--- src/rtl/fp_pkg.sv ---
// Shared floating-point definitions for the FFT datapath.
//   EW_DEF / FW_DEF : default exponent and stored-fraction widths (binary32-like)
//   EXP_MAX_DEF     : all-ones exponent code (infinity) of the default format
//   exp_bias()      : exponent bias 2^(ew-1)-1 for a given exponent width
//   fp_word_t       : packed {sign, exp, frac} word of the default format
package fp_pkg;

  localparam int unsigned EW_DEF      = 8;
  localparam int unsigned FW_DEF      = 23;
  localparam int unsigned EXP_MAX_DEF = (1 << EW_DEF) - 1;

  function automatic int unsigned exp_bias(input int unsigned ew);
    return (1 << (ew - 1)) - 1;
  endfunction

  typedef struct packed {
    logic              sign;
    logic [EW_DEF-1:0] exp;
    logic [FW_DEF-1:0] frac;
  } fp_word_t;

endpackage

--- src/rtl/fp_lzc.sv ---
// Combinational leading-one detector.
//   value : input vector, W bits
//   pos   : index of the most significant set bit (0 when value is zero)
//   zero  : value is all zeros
module fp_lzc #(
  parameter int unsigned W  = 27,
  parameter int unsigned PW = (W > 1) ? $clog2(W) : 1
) (
  input  logic [W-1:0]  value,
  output logic [PW-1:0] pos,
  output logic          zero
);

  // Scan upward so the highest set bit is the last one written.
  always_comb begin
    pos  = '0;
    zero = 1'b1;
    for (int i = 0; i < int'(W); i++) begin
      if (value[i]) begin
        pos  = PW'(i);
        zero = 1'b0;
      end
    end
  end

endmodule

--- src/rtl/fp_norm_pack.sv ---
// Pipelined normalise / round / pack stage for the FFT floating-point datapath.
// Takes an unnormalised {sign, exponent, mantissa, sticky} triple and emits a packed
// {sign, exp, frac} word with overflow (saturate to infinity) and underflow (flush to
// zero) flags. Three internal stages plus an output register; a global stall holds the
// whole pipe while the output is valid and not accepted.
//
// Ports:
//   clk, rst            : clock, synchronous active-high reset
//   in_valid / in_ready : input handshake (in_ready = !out_valid || out_ready)
//   in_sign, in_exp     : sign, EW+2-bit two's-complement biased exponent
//   in_man              : FW+4-bit mantissa {carry, hidden, fraction, guard, round}
//   in_sticky           : OR of bits already discarded upstream
//   out_valid/out_ready : output handshake
//   out_data            : {sign, exp[EW-1:0], frac[FW-1:0]}
//   out_ovf, out_unf    : saturated to infinity / flushed to zero
//
// Build option: define FP_NORM_PACK_ROUND_EN for round-to-nearest-even; otherwise the
// stage truncates. Latency and interface are the same in both builds.
module fp_norm_pack
  import fp_pkg::*;
#(
  parameter int unsigned EW = EW_DEF,
  parameter int unsigned FW = FW_DEF
) (
  input  logic            clk,
  input  logic            rst,
  input  logic            in_valid,
  output logic            in_ready,
  input  logic            in_sign,
  input  logic [EW+1:0]   in_exp,
  input  logic [FW+3:0]   in_man,
  input  logic            in_sticky,
  output logic            out_valid,
  input  logic            out_ready,
  output logic [EW+FW:0]  out_data,
  output logic            out_ovf,
  output logic            out_unf
);

  localparam int unsigned MW = FW + 4;        // input mantissa width
  localparam int unsigned XW = EW + 2;        // input exponent width
  localparam int unsigned XI = EW + 3;        // internal exponent width, headroom for +/- adjust
  localparam int unsigned SW = FW + 2;        // rounded significand incl. carry
  localparam int unsigned DW = 1 + EW + FW;
  localparam int unsigned PW = $clog2(MW);
  localparam logic [XI-1:0] EXP_TOP = XI'((1 << EW) - 1);

  logic advance;
  assign advance  = !out_valid || out_ready;
  assign in_ready = advance;

  // ---------------------------------------------------------------- S1: capture + LZC
  logic [PW-1:0] lz_pos;
  logic          lz_zero;

  fp_lzc #(
    .W  (MW),
    .PW (PW)
  ) u_lzc (
    .value (in_man),
    .pos   (lz_pos),
    .zero  (lz_zero)
  );

  logic          s1_valid, s1_sign, s1_sticky, s1_zero;
  logic [XW-1:0] s1_exp;
  logic [MW-1:0] s1_man;
  logic [PW-1:0] s1_pos;

  always_ff @(posedge clk) begin
    if (rst) begin
      s1_valid  <= 1'b0;
      s1_sign   <= 1'b0;
      s1_sticky <= 1'b0;
      s1_zero   <= 1'b0;
      s1_exp    <= '0;
      s1_man    <= '0;
      s1_pos    <= '0;
    end else if (advance) begin
      s1_valid  <= in_valid;
      s1_sign   <= in_sign;
      s1_sticky <= in_sticky;
      s1_zero   <= lz_zero;
      s1_exp    <= in_exp;
      s1_man    <= in_man;
      s1_pos    <= lz_pos;
    end
  end

  // ---------------------------------------------------------------- S2: normalise
  // After normalisation the carry bit is always clear, so only MW-1 bits are kept.
  logic [PW-1:0] shamt;
  logic [XI-1:0] exp_ext, norm_exp;
  logic [MW-2:0] norm_man;
  logic          norm_sticky;
  logic          shl_unused;

  always_comb begin
    exp_ext     = {s1_exp[XW-1], s1_exp};
    shamt       = PW'(FW + 2) - s1_pos;
    norm_sticky = s1_sticky;
    shl_unused  = 1'b0;
    if (s1_pos == PW'(FW + 3)) begin
      norm_man    = s1_man[MW-1:1];
      norm_exp    = exp_ext + XI'(1);
      norm_sticky = s1_sticky | s1_man[0];
    end else begin
      {shl_unused, norm_man} = s1_man << shamt;
      norm_exp               = exp_ext - XI'(shamt);
    end
  end

  logic          s2_valid, s2_sign, s2_sticky, s2_zero;
  logic [XI-1:0] s2_exp;
  logic [MW-2:0] s2_man;

  always_ff @(posedge clk) begin
    if (rst) begin
      s2_valid  <= 1'b0;
      s2_sign   <= 1'b0;
      s2_sticky <= 1'b0;
      s2_zero   <= 1'b0;
      s2_exp    <= '0;
      s2_man    <= '0;
    end else if (advance) begin
      s2_valid  <= s1_valid;
      s2_sign   <= s1_sign;
      s2_sticky <= norm_sticky;
      s2_zero   <= s1_zero;
      s2_exp    <= norm_exp;
      s2_man    <= norm_man;
    end
  end

  // ---------------------------------------------------------------- S3: round + pack
  logic          lsb, g, r, inc, unused_rnd;
  logic          rnd_carry, rnd_unused_hidden;
  logic [FW-1:0] rnd_frac;
  logic [XI-1:0] fin_exp;
  logic [DW-1:0] pack_data;
  logic          pack_ovf, pack_unf;

  always_comb begin
    lsb = s2_man[2];
    g   = s2_man[1];
    r   = s2_man[0];
`ifdef FP_NORM_PACK_ROUND_EN
    inc        = g & (r | s2_sticky | lsb);
    unused_rnd = 1'b0;
`else
    inc        = 1'b0;
    unused_rnd = ^{lsb, g, r, s2_sticky};
`endif
    // A carry out of the hidden bit leaves the fraction all-zero, so only the exponent
    // needs the extra increment.
    {rnd_carry, rnd_unused_hidden, rnd_frac} = {1'b0, s2_man[MW-2:2]} + SW'(inc);
    fin_exp = s2_exp + XI'(rnd_carry);

    pack_data = '0;
    pack_ovf  = 1'b0;
    pack_unf  = 1'b0;
    if (s2_zero) begin
      pack_data = {s2_sign, {(DW-1){1'b0}}};
    end else if ($signed(fin_exp) >= $signed(EXP_TOP)) begin
      pack_data = {s2_sign, {EW{1'b1}}, {FW{1'b0}}};
      pack_ovf  = 1'b1;
    end else if (fin_exp[XI-1] || (fin_exp == '0)) begin
      pack_data = {s2_sign, {(DW-1){1'b0}}};
      pack_unf  = 1'b1;
    end else begin
      pack_data = {s2_sign, fin_exp[EW-1:0], rnd_frac};
    end
  end

  logic          s3_valid, s3_ovf, s3_unf;
  logic [DW-1:0] s3_data;

  always_ff @(posedge clk) begin
    if (rst) begin
      s3_valid <= 1'b0;
      s3_data  <= '0;
      s3_ovf   <= 1'b0;
      s3_unf   <= 1'b0;
    end else if (advance) begin
      s3_valid <= s2_valid;
      s3_data  <= pack_data;
      s3_ovf   <= pack_ovf;
      s3_unf   <= pack_unf;
    end
  end

  // ---------------------------------------------------------------- output register
  always_ff @(posedge clk) begin
    if (rst) begin
      out_valid <= 1'b0;
      out_data  <= '0;
      out_ovf   <= 1'b0;
      out_unf   <= 1'b0;
    end else if (advance) begin
      out_valid <= s3_valid;
      out_data  <= s3_data;
      out_ovf   <= s3_ovf;
      out_unf   <= s3_unf;
    end
  end

endmodule

--- config.mk ---
export PLATFORM = sky130hd
export DESIGN_NAME = fp_norm_pack
export DESIGN_NICKNAME = d
export VERILOG_FILES = /design/src/rtl/fp_pkg.sv /design/src/rtl/fp_lzc.sv /design/src/rtl/fp_norm_pack.sv
export SDC_FILE = /design/constraint.sdc
export NUM_CORES = 1
export LEC_CHECK = 0
export CAP_MARGIN = 20
export CORE_UTILIZATION = 50
export CTS_BUF_LIST = sky130_fd_sc_hd__clkbuf_2 sky130_fd_sc_hd__clkbuf_4 sky130_fd_sc_hd__clkbuf_8
export CTS_CLUSTER_DIAMETER = 120
export CTS_CLUSTER_SIZE = 28
export DETAILED_ROUTE_END_ITERATION = 6
export HOLD_SLACK_MARGIN = 0.06
export PLACE_DENSITY = 0.72
export SETUP_SLACK_MARGIN = 0.2
export SYNTH_ARGS = -nofsm -noshare
export SYNTH_HDL_FRONTEND = slang
export SYNTH_HIERARCHICAL = 1
export SYNTH_SLANG_ARGS = --single-unit
--- constraint.sdc ---
create_clock -name clk -period 6.25 [get_ports clk]
set_input_delay 1.25 -clock clk [delete_from_list [all_inputs] [get_ports clk]]
set_output_delay 1.25 -clock clk [all_outputs]
set_load 0.1 [all_outputs]
# Word-level counts from Yosys, hierarchy flattened
# Cells that the tools add are included.
[classes] addsub=3 mul=0 n_div=0 n_lt_le_gt_ge=1 n_eq_ne=1 shift=1 muxes=63 n_bitwise=0 n_reduce_logical=4
[op_table] operator="$mux 31" n=3
[op_table] operator="$mux 5" n=11
[op_table] operator="$mux 1" n=33
[op_table] operator="$mux 4" n=8
[op_table] operator="$shl 27x5->25" n=1
[op_table] operator="$mux 25" n=1
[op_table] operator="$mux 3" n=4
[op_table] operator="$add 10x2->11 const B" n=1
[op_table] operator="$ge 11x9->1 const B" n=1
[op_table] operator="$logic_not 11->1" n=1
[op_table] operator="$mux 11" n=1
[op_table] operator="$sub 10x6->11" n=1
[op_table] operator="$eq 5x5->1 const B" n=1
[op_table] operator="$sub 5x5->5 const A" n=1
[op_table] operator="$mux 2" n=2
[op_table] operator="$logic_or 1x1->1" n=2
[op_table] operator="$logic_not 1->1" n=1
[totals] ff_bits=154 latchBits=0 mem_bits_rw=0 rom_bits=0 inputBits=43 out_inout_bits=36 wordCells=92 n_memories=0

# Depth between registers and ports, before layout
# Gate-level depths: netlist of the first run.
[logic_depth] word_depth=27 depth_mapped=15

# Cells and area by module
# The synthesis of the first run kept the hierarchy.
[by_module_without_submodules] module="fp_norm_pack" instances=1 cells_per_inst=869 area_each_um2=7255.7 seq_area_each_um2=3022.9
[by_module_without_submodules] module="fp_lzc" instances=1 cells_per_inst=54 area_each_um2=292.8 seq_area_each_um2=0.0

# Worst setup path before layout of the first run
# OpenSTA, ideal clock, no wires.
[synth_path] path_type="input to output" from="in out_ready" to="out in_ready" arrival_ns=2.698 required_time_ns=5.000 slack_ns=2.302 cell_stages=4 path_buffers=2 path_cell_list="nor2b_1 inv_1 clkbuf_1 clkbuf_1"
[synth_between] elab_chain_cells=1
[synth_lines] element="start: declaration" line_no="fp_norm_pack.sv:34" text="input logic out_ready,"
[synth_lines] element="$logic_or 1x1->1" line_no="fp_norm_pack.sv:49" text="assign advance = !out_valid || out_ready;"
[synth_lines] element="end: declaration" line_no="fp_norm_pack.sv:28" text="output logic in_ready,"
# Every way passes these cells.

# Worst setup path in the final report of the first run
[layout_path] from="reg s1_pos[1]" to="reg s2_exp[10]"
[layout_between] elab_chain_cells=3 elab_cells_between_ends=4 classes_between="add/sub: 2; eq/ne: 1; mux: 1"
[layout_lines] element="start: declaration" line_no="fp_norm_pack.sv:68" text="logic [PW-1:0] s1_pos;"
[layout_lines] element="start signal: assignment" line_no="fp_norm_pack.sv:86" text="s1_pos <= lz_pos;"
[layout_lines] element="$sub 5x5->5" line_no="fp_norm_pack.sv:100" text="shamt = PW'(FW + 2) - s1_pos;"
[layout_lines] element="$sub 10x6->11" line_no="fp_norm_pack.sv:109" text="norm_exp = exp_ext - XI'(shamt);"
[layout_lines] element="$mux 11 *" line_no="fp_norm_pack.sv:103" text="if (s1_pos == PW'(FW + 3)) begin"
[layout_lines] element="end signal: assignment" line_no="fp_norm_pack.sv:130" text="s2_exp <= norm_exp;"
[layout_lines] element="end: declaration" line_no="fp_norm_pack.sv:114" text="logic [XI-1:0] s2_exp;"
# Every way passes the cells marked *; elsewhere a longest branch is shown, timed or not.
# A chain may end at the register's enable or synchronous reset.

==> results_tabular.tex, run 1 <==
\begin{tabular}{lr}
\hline
Metric & Value \\
\hline
\multicolumn{2}{l}{\textbf{Route}} \\
Iteration-0 DRC count of the detailed router & 696 \\
Wire length per cell after detailed routing & 16.2 um \\
Post-detailed-route DRC marker count & 16 \\
Number of optimization iterations in the first detailed-route pass & 7 \\
Count of vias placed by the detailed router & 6744 \\
Post-detailed-routing wire length & 18.7 mm \\
Vias per std cell & 5.83 \\
Number of antenna-violating nets in the routed design & 0 \\
\multicolumn{2}{l}{\textbf{Floorplanning}} \\
Count of boundary I/O pins & 79 \\
Die boundary height & 125 um \\
Initial cell density of the core & 0.515 \\
Die outline width & 125 um \\
Area of the placeable core & 14600 um2 \\
Die footprint & 15600 um2 \\
Rows & 44 \\
\multicolumn{2}{l}{\textbf{Pwr}} \\
PwrDens & 269 nW/um2 \\
Max IR drop VDD & 0.120 mV \\
Pleak & 3.30 nW \\
\multicolumn{2}{l}{\textbf{Clock network}} \\
Clk Tree Root Cell & clkbuf\_8 \\
TritonCTS Buffers & 17 \\
Number of sinks handled by clock tree synthesis & 151 \\
Clock tree from TritonCTS & built \\
Clock buffer depth & 2 \\
Latest clock arrival within the worst-skew pair & 450 ps \\
Post-CTS Repair Setup Buffers & 0 \\
Clk pin slew, worst setup/hold paths & 80 ps \\
Number of gates resized after CTS & 0 \\
Hold buffers post-CTS & 0 \\
CTS H-tree depth & 4 \\
\multicolumn{2}{l}{\textbf{Run status}} \\
Status & finished, violations left \\
Violated checks & DRC \\
\multicolumn{2}{l}{\textbf{Logic synthesis}} \\
\#FFs+latches synth & 151 \\
Net count after synthesis & 982 \\
Count of flip-flops with a built-in enable after synthesis & 0 \\
Share of the yosys chip area belonging to registers & 0.400 \\
Post-Syn Area & 7550 um2 \\
FFs w/ async S/R, synth & 0 \\
Yosys warns & 6 \\
Commonest register cell after synthesis & dfxtp\_1 \\
Mapped Avg Cell Area & 8.18 um2 \\
Number of cells produced by synthesis & 923 \\
Number of library cell types mapped by synthesis & 63 \\
\multicolumn{2}{l}{\textbf{STA}} \\
Final setup violation count & 0 \\
Final cycle utilization of the critical path & 0.674 \\
Final TNS setup & 0 ps \\
Setup repair after global routing missed its margin & false \\
Post-layout worst setup margin & 2040 ps \\
Upper clock frequency limit & 0.238 GHz \\
Final hold vios & 0 \\
Worst Max-Slew Pin Slew & 1110 ps \\
Number of slew-limit violations in the final report & 0 \\
Time the worst path needs with I/O delays and setup & 4210 ps \\
Final Skew & 12.4 ps \\
Worst max-slew margin expressed relative to the limit & 0.261 \\
\multicolumn{2}{l}{\textbf{Cells and area}} \\
Total of fill cells in the finished design & 1355 \\
Most common library cell in the layout ignoring fill and taps & nand2\_1 \\
Area growth, synth to finish & 16.2\% \\
Proportion of layout cells with a drive suffix above 1 & 0.0741 \\
NumNets Final & 1018 \\
Diodes inserted & 0 \\
Most used cells in the layout excluding fill and tap cells & 219 x nand2\_1, 151 x dfxtp\_1, 122 x a21oi\_1 \\
\multicolumn{2}{l}{\textbf{Global routing}} \\
First-pass GRT wire length & 31.2 mm \\
Total congestion overflow & 0 \\
Via count of the first global-routing pass & 6016 \\
Maximum number of pins on one net before global-route repair & 122 \\
Overall Global Routing Usage & 0.247 \\
Number of antenna violations at the first check in global routing & 0 \\
\multicolumn{2}{l}{\textbf{Critical path}} \\
Data required time at the worst endpoint & 6570 ps \\
Highest net fanout along the worst path & 38 \\
Launching element type of the critical path & flop \\
Kind of critical path & flop to flop \\
Worst path arrival time & 4530 ps \\
Setup crit end kind & flop \\
\multicolumn{2}{l}{\textbf{Job}} \\
\# Max-Cap Violations & 0 \\
\multicolumn{2}{l}{\textbf{Place}} \\
Setup slack at placement & 2170 ps \\
DPL Wire Length & 12.3 mm \\
Routability cong. & 0.901 \\
Buffers on Ports & 77 \\
\multicolumn{2}{l}{\textbf{Hold path}} \\
Worst Hold Class & flop to flop \\
\hline
\end{tabular}
## report_power, final
part / internal [mW] / switching, mW / total (mW)
registers: 1.03 / 0.0556 / 1.08
clock network: 0.432 / 0.364 / 0.795
logic: 0.185 / 0.299 / 0.484
total: 1.64 / 0.719 / 2.36
## metrics by stage
step                      utilization  power [mW]  instances  hold WS, ps  cell area (um2)
after floorplan                     -        1.44        923          427             7550
after global placement          0.568        1.57       1123          438             8320
after detailed placement        0.568        1.58       1123          444             8320
after CTS                       0.597        2.37       1155          454             8750
after global routing            0.599        2.48       1156          473             8770
final                           0.599        2.36       1156          449             8770
## cells by family after synthesis
logic type               synth area share
AND/OR/NAND/NOR                     0.203
XOR/XNOR                          0.00912
flip-flops                          0.400
multiplexers                        0.100
AO/OA/AOI/OAI                       0.212
buffers and inverters              0.0481
adder cells (fa/ha/maj)            0.0275
## layer usage
layer | wire length, um | global-route usage | up-vias
met2 | 7860 | 0.348 | 231
met4 | 308 | 0.0710 | 0
li1 | - | - | 3385
met5 | 0 | 0 | -
met3 | 987 | 0.0511 | 30
met1 | 9530 | 0.377 | 3098
## cell usage after synthesis (all sizes together) (4+ instances only)
library cell	count	area, um2
o21ai	37	185
ha	15	188
a221oi	16	140
a31oi	12	75.1
or3	4	25.0
mux4	19	465
nor3	18	90.1
and3	5	31.3
nor2	52	195
nor4	7	43.8
nand2	219	822
buf	19	111
dfxtp	151	3020
nand3	14	70.1
a21oi	122	611
inv	17	63.8
nand2b	6	37.5
a21o	5	37.5
a32oi	5	43.8
o31ai	6	45.0
mux2i	20	200
o211ai	5	37.5
mux2	8	90.1
xnor2	4	42.6
nand4	5	31.3
and2	7	43.8
a211oi	8	60.1
clkbuf	50	188
a22oi	27	203
## critical path: stages, from the launching register on
cell and delay (ps):
dfxtp_1 310, buf_4 400, inv_1 160, ha_1 350, xor2_1 820, nor2_1 170, a21oi_1 220, ha_1 320
o21ai_0 250, o21ai_0 190, or3_1 400, a2111oi_0 410, a211oi_1 90
## area by class of cell
type | instances | area [um2] | share of cell area
Inverter | 17 | 65.1 | 0.00742
Clock buffer | 22 | 284 | 0.0324
Clock inverter | 10 | 143 | 0.0163
Multi-Input combinational cell | 686 | 4180 | 0.476
Timing Repair Buffer | 86 | 853 | 0.0973
Tap cell | 184 | 230 | 0.0262
Sequential cell | 151 | 3020 | 0.345
## state kept, by name, summed over array words and instances, names as in the netlist, 5 cells and up
| name | flops |
|---|---|
| s1_man | 26 |
| s2_man | 23 |
| out_data | 32 |
| s3_data | 32 |
| s2_exp | 11 |
| s1_exp | 10 |
| s1_pos | 5 |
## worst paths after layout
kind | start | endpoint | slack, ps | cells past startpoint
setup / recovery | s1_pos[1] | s2_exp[10] | 2040 | 12
hold / removal | out_data[26] | out_data[26] | 450 | 2
setup reg to reg | s1_pos[1] | s2_exp[10] | 2040 | 12
hold reg to reg | out_data[26] | out_data[26] | 450 | 2
Note: power is estimated with default switching activity, not from simulation.
==> run 2, diff against run 1 <==
- PLACE_DENSITY: 0.72 -> 0.75
- clock period: 6.25 -> 3.4 ns (I/O delays scaled with it)
==> run 2 against run 1 <==
Against the previous run: the flow still finishes with violations (DRC); sequential cell count stayed put; fmax rose by 40%; combinational power rose by 89%; setup slack worse by 1600 ps; global-route usage decreased by 0.34 points; die area is the same; clock skew grew 4.1 ps; sequential share of layout area down 0.37 points; clock-buffer cell count shrank 2; critical path type unchanged; largest power group unchanged.
==> results_tabular.tex, run 2 (synthesis results as in run 1) <==
\begin{tabular}{lr}
\hline
Metric & Value \\
\hline
\multicolumn{2}{l}{\textbf{Run status}} \\
Status & finished, violations left \\
Violated checks & DRC \\
\multicolumn{2}{l}{\textbf{Global routing}} \\
Number of antenna violations at the first check in global routing & 0 \\
Via count of the first global-routing pass & 6061 \\
Maximum number of pins on one net before global-route repair & 82 \\
Total congestion overflow & 0 \\
Overall Global Routing Usage & 0.244 \\
First-pass GRT wire length & 30.8 mm \\
\multicolumn{2}{l}{\textbf{STA}} \\
Setup repair after global routing missed its margin & false \\
Time the worst path needs with I/O delays and setup & 3000 ps \\
Post-layout worst setup margin & 402 ps \\
Worst max-slew margin expressed relative to the limit & 0.355 \\
Number of slew-limit violations in the final report & 0 \\
Post-Route Hold Slack & 450 ps \\
Final hold vios & 0 \\
Final cycle utilization of the critical path & 0.882 \\
Final Skew & 16.5 ps \\
Upper clock frequency limit & 0.334 GHz \\
Worst Max-Slew Pin Slew & 964 ps \\
Final TNS setup & 0 ps \\
Final setup violation count & 0 \\
\multicolumn{2}{l}{\textbf{Clock network}} \\
Latest clock arrival within the worst-skew pair & 460 ps \\
Clock buffer depth & 2 \\
Clk Tree Root Cell & clkbuf\_8 \\
Number of sinks handled by clock tree synthesis & 151 \\
Clk pin slew, worst setup/hold paths & 80 ps \\
Clock tree from TritonCTS & built \\
TritonCTS Buffers & 17 \\
CTS H-tree depth & 4 \\
Post-CTS Repair Setup Buffers & 0 \\
\multicolumn{2}{l}{\textbf{Cells and area}} \\
Area of all placed cells without fillers & 8880 um2 \\
Most used cells in the layout excluding fill and tap cells & 219 x nand2\_1, 148 x dfxtp\_1, 122 x a21oi\_1 \\
Diodes inserted & 0 \\
Area growth, synth to finish & 17.6\% \\
Most common library cell in the layout ignoring fill and taps & nand2\_1 \\
Registers with the highest flip-flop counts & out\_data x32, s3\_data x32, s1\_man x26 \\
Proportion of layout cells with a drive suffix above 1 & 0.106 \\
NumNets Final & 1030 \\
\multicolumn{2}{l}{\textbf{Critical path}} \\
Highest net fanout along the worst path & 8 \\
Setup crit end kind & flop \\
Worst path arrival time & 3330 ps \\
Launching element type of the critical path & flop \\
Kind of critical path & flop to flop \\
Data required time at the worst endpoint & 3740 ps \\
Origin of the worst setup path & s1\_pos[2] \\
Startpoint of the worst register-to-register path & s1\_pos[2] \\
\multicolumn{2}{l}{\textbf{Route}} \\
Wire length per cell after detailed routing & 16.2 um \\
Count of vias placed by the detailed router & 6919 \\
Total met2 wirelength after detailed routing & 8.13 mm \\
Vias per std cell & 5.92 \\
Number of optimization iterations in the first detailed-route pass & 7 \\
Iteration-0 DRC count of the detailed router & 676 \\
Number of antenna-violating nets in the routed design & 0 \\
Post-detailed-routing wire length & 19.0 mm \\
Highest metal used & met4 \\
Post-detailed-route DRC marker count & 15 \\
Routed met1 length & 9.22 mm \\
Met3 WL & 1.30 mm \\
\multicolumn{2}{l}{\textbf{Floorplanning}} \\
Count of boundary I/O pins & 79 \\
Die outline width & 125 um \\
Area of the placeable core & 14600 um2 \\
Rows & 44 \\
Die footprint & 15600 um2 \\
Initial cell density of the core & 0.515 \\
Die boundary height & 125 um \\
\multicolumn{2}{l}{\textbf{Place}} \\
Buffers on Ports & 77 \\
Setup slack at placement & 301 ps \\
Area post-placement & 8420 um2 \\
DPL Wire Length & 12.9 mm \\
Routability cong. & 0.940 \\
\multicolumn{2}{l}{\textbf{Job}} \\
\# Max-Cap Violations & 0 \\
\multicolumn{2}{l}{\textbf{Hold path}} \\
Min-delay src & out\_data[5] \\
Worst Hold Class & flop to flop \\
\multicolumn{2}{l}{\textbf{Pwr}} \\
Max IR drop VDD & 0.216 mV \\
Pleak & 3.38 nW \\
PwrDens & 496 nW/um2 \\
\hline
\end{tabular}
-- run 2: cell types whose count changed in the layout (fill, tap and decap cells not counted), sizes merged --
cell           delta
inv               +2
clkinv            -2
clkdlybuf4s50     -9
and4              +1
buf              +20
clkbuf            -2
clkinvlp          +2
-- run 2: critical path: stages (launching register included) --
cell and delay (ps):
dfxtp_2 400, inv_2 100, ha_1 310, nor2b_1 170
and2_4 180, ha_1 220, and2_1 140, ha_1 330
o21ai_0 140, o21bai_1 150, or3_1 360, a2111oi_2 310
a211oi_1 80
-- run 2: power breakdown --
group / internal, mW / switching (mW)
registers: 1.89 / 0.102
clock network: 0.784 / 0.712
logic: 0.354 / 0.560
-- run 2: cell type report --
class                   count  area, um2
clock buffers              20        269
fillers                  1375       5760
repair buffers             97        906
flip-flops and latches    151       3030
multi-input cells         687       4220
well taps                 184        230
clock inverters            12        164
inverters                  17       67.6
-- run 2: timing repair --
action                     in CTS  in global routing
setup endpoints to repair       0                  1
resized for setup               0                  6
hold buffers                    0                  0
-- run 2: path summary, 6_finish.rpt --
| kind | endpoint | slack, ps | cells past startpoint |
|---|---|---|---|
| setup / recovery | s2_exp[10] | 400 | 12 |
| hold / removal | out_data[5] | 450 | 2 |
| setup reg to reg | s2_exp[10] | 400 | 12 |
| hold reg to reg | out_data[5] | 450 | 2 |
-- run 2: stage by stage --
stage / std cells / utilization / power (mW)
6_report: 1168 / 0.606 / 4.40
2_1_floorplan: 923 / - / 2.66
3_3_place_gp: 1135 / 0.575 / 2.90
3_5_place_dp: 1135 / 0.575 / 2.92
4_1_cts: 1167 / 0.605 / 4.40
5_1_grt: 1168 / 0.606 / 4.59
-- run 2: routing by layer --
layer  vias to the layer above  global-route usage
li1                       3404                   -
met1                      3213               0.358
met2                       275               0.348
met3                        27              0.0563
met4                         0              0.0832
met5                         -                   0
==> run 3, diff against run 2 <==
- PLACE_DENSITY: 0.75 -> 0.72
- clock period: 3.4 -> 3.85 ns (I/O delays scaled with it)
==> run 3 against run 2 <==
Against the previous run: the flow still finishes with violations (DRC); sequential cell count did not move; via count decreased by 1.1%; setup slack gained 180 ps; core utilization is 0.094 points lower; critical path depth stayed put; cell area decreased by 0.16%; clock skew decreased by 9.3 ps; register-to-register slack improved by 180 ps; largest power group unchanged.
==> results_tabular.tex, run 3 (synthesis results as in run 1) <==
\begin{tabular}{lr}
\hline
Metric & Value \\
\hline
\multicolumn{2}{l}{\textbf{Run status}} \\
Status & finished, violations left \\
Violated checks & DRC \\
\multicolumn{2}{l}{\textbf{Critical path}} \\
Setup crit end kind & flop \\
Launching element type of the critical path & flop \\
Critical Path End & s2\_exp[10] \\
Startpoint of the worst register-to-register path & s1\_pos[2] \\
Top delay family on crit path & adder cells \\
Origin of the worst setup path & s1\_pos[2] \\
Kind of critical path & flop to flop \\
Data required time at the worst endpoint & 4180 ps \\
Worst reg2reg path depth & 12 \\
Worst path arrival time & 3600 ps \\
Endpoint of the worst register-to-register path & s2\_exp[10] \\
Total number of cells along the worst setup path & 12 \\
Cell breakdown of the critical path & inv\_1 > ha\_1 > xnor2\_1 > and2\_1 > ha\_1 > and2\_1 > ha\_1 > o21ai\_0 > o21bai\_1 > or3\_1 > a2111oi\_1 > a211oi\_1 \\
Crit path buffers/inverters & 1 \\
CP max stage cell & dfxtp\_1 \\
Highest net fanout along the worst path & 9 \\
R2r setup slk & 580 ps \\
CP most frequent cell & ha\_1 \\
Largest stage delay on the critical path & 450 ps \\
\multicolumn{2}{l}{\textbf{Floorplanning}} \\
Die boundary height & 125 um \\
Rows & 44 \\
Area of the placeable core & 14600 um2 \\
Count of boundary I/O pins & 79 \\
Die outline width & 125 um \\
Initial cell density of the core & 0.515 \\
Die footprint & 15600 um2 \\
\multicolumn{2}{l}{\textbf{Pwr}} \\
Pleak & 3.35 nW \\
PwrDens & 451 nW/um2 \\
Power share of the combinational group & 0.199 \\
Switching pwr & 1.18 mW \\
Max IR drop VDD & 0.213 mV \\
Switching share of total power & 0.296 \\
Clock group share of total power & 0.361 \\
Cell internal power dissipation & 2.82 mW \\
Part of the total power dissipated in sequential elements & 0.440 \\
\multicolumn{2}{l}{\textbf{Cells and area}} \\
Proportion of layout cells with a drive suffix above 1 & 0.0808 \\
Final Util & 0.605 \\
Most used cells in the layout excluding fill and tap cells & 219 x nand2\_1, 150 x dfxtp\_1, 122 x a21oi\_1 \\
Most common library cell in the layout ignoring fill and taps & nand2\_1 \\
Area growth, synth to finish & 17.5\% \\
Registers with the highest flip-flop counts & out\_data x32, s3\_data x32, s1\_man x26 \\
NumNets Final & 1024 \\
Total of fill cells in the finished design & 1330 \\
Diodes inserted & 0 \\
\multicolumn{2}{l}{\textbf{Clock network}} \\
Hold buffers post-CTS & 0 \\
CTS H-tree depth & 4 \\
Clk Tree Root Cell & clkbuf\_8 \\
Latest clock arrival within the worst-skew pair & 450 ps \\
TritonCTS Buffers & 17 \\
Number of sinks handled by clock tree synthesis & 151 \\
Clock tree from TritonCTS & built \\
Clk pin slew, worst setup/hold paths & 80 ps \\
Clock buffer depth & 2 \\
\multicolumn{2}{l}{\textbf{Global routing}} \\
Overall Global Routing Usage & 0.254 \\
First-pass GRT wire length & 31.9 mm \\
Number of antenna violations at the first check in global routing & 0 \\
Total congestion overflow & 0 \\
Via count of the first global-routing pass & 6065 \\
Maximum number of pins on one net before global-route repair & 107 \\
\multicolumn{2}{l}{\textbf{Place}} \\
Buffers on Ports & 77 \\
Routability cong. & 0.921 \\
DPL Wire Length & 13.0 mm \\
\multicolumn{2}{l}{\textbf{Route}} \\
Total met2 wirelength after detailed routing & 8.07 mm \\
Wire length per cell after detailed routing & 16.4 um \\
Count of vias placed by the detailed router & 6845 \\
Iteration-0 DRC count of the detailed router & 542 \\
Number of optimization iterations in the first detailed-route pass & 7 \\
Met3 WL & 1.11 mm \\
Vias per std cell & 5.89 \\
Highest metal used & met4 \\
Routed met1 length & 9.60 mm \\
Number of antenna-violating nets in the routed design & 0 \\
Post-detailed-routing wire length & 19.1 mm \\
Post-detailed-route DRC marker count & 17 \\
\multicolumn{2}{l}{\textbf{Job}} \\
\# Max-Cap Violations & 0 \\
\multicolumn{2}{l}{\textbf{STA}} \\
Upper clock frequency limit & 0.306 GHz \\
Worst max-slew margin expressed relative to the limit & 0.306 \\
Final TNS setup & 0 ps \\
Setup repair after global routing missed its margin & false \\
Final Skew & 7.21 ps \\
Final cycle utilization of the critical path & 0.849 \\
Final hold vios & 0 \\
Final setup violation count & 0 \\
Worst Max-Slew Pin Slew & 1040 ps \\
Time the worst path needs with I/O delays and setup & 3270 ps \\
Number of slew-limit violations in the final report & 0 \\
\multicolumn{2}{l}{\textbf{Hold path}} \\
Worst Hold Class & flop to flop \\
Min-delay src & out\_data[25] \\
\hline
\end{tabular}
-- run 3: cell count changes in the layout (fill, tap and decap cells not counted), sizes merged --
cell           previous run  this run
and4                      2         1
buf                      31        17
bufinv                    3         5
clkbuf                   20        22
clkdlybuf4s50            66        75
clkinvlp                  3         1
inv                      20        18
-- run 3: final cells by class --
cell class              instances  area (um2)  area share
multi-input cells             686        4180       0.471
clock inverters                10         189      0.0213
repair buffers                 92         891       0.100
inverters                      17        65.1     0.00734
well taps                     184         230      0.0260
clock buffers                  22         290      0.0327
flip-flops and latches        151        3020       0.341
-- run 3: stage by stage --
step	setup slack, ps	total power [mW]	hold slack [ps]	instances	instance area [um2]
2_1_floorplan	284	2.34	427	923	7550
5_1_grt	201	4.19	461	1162	8870
4_1_cts	495	4.01	451	1161	8860
6_report	582	4.00	450	1162	8870
3_3_place_gp	583	2.57	438	1129	8380
3_5_place_dp	508	2.58	443	1129	8380
-- run 3: worst register-to-register path, delay by kind of cell (launching register included) --
kind | cells | cell delay [ps]
flip-flops | 1 | 450
buffers and inverters | 1 | 130
XOR/XNOR | 1 | 210
adder cells (fa/ha/maj) | 3 | 890
AND/OR/NAND/NOR | 3 | 710
AO/OA/AOI/OAI | 4 | 750
-- run 3: worst min path at each step --
stage / end / slack (ps) / depth (start not counted)
finish: out_data[25] / 450 / 2
global route: s2_zero / 460 / 2
CTS: s2_zero / 450 / 2
detailed placement: out_data[25] / 440 / 2
global placement: out_unf / 440 / 2
floorplan: s1_man[25] / 430 / 2
-- run 3: what timing repair did --
item,in CTS,in global routing
resized for setup,0,2
setup buffers,0,1
hold endpoints to repair,0,0
endpoints found under the setup margin,0,1
-- run 3: power by group through the flow --
stage | Combinational [mW] | Clock, mW | Sequential [mW]
2_1_floorplan | 0.477 | 0 | 1.87
3_3_place_gp | 0.781 | 0 | 1.79
3_5_place_dp | 0.784 | 0 | 1.79
4_1_cts | 0.787 | 1.47 | 1.76
5_1_grt | 0.866 | 1.55 | 1.77
6_report | 0.796 | 1.44 | 1.76
-- run 3: layer usage --
| metal | global-route usage | up-vias |
|---|---|---|
| li1 | - | 3393 |
| met1 | 0.386 | 3215 |
| met2 | 0.355 | 211 |
| met3 | 0.0524 | 26 |
| met4 | 0.0825 | 0 |
| met5 | 0 | - |
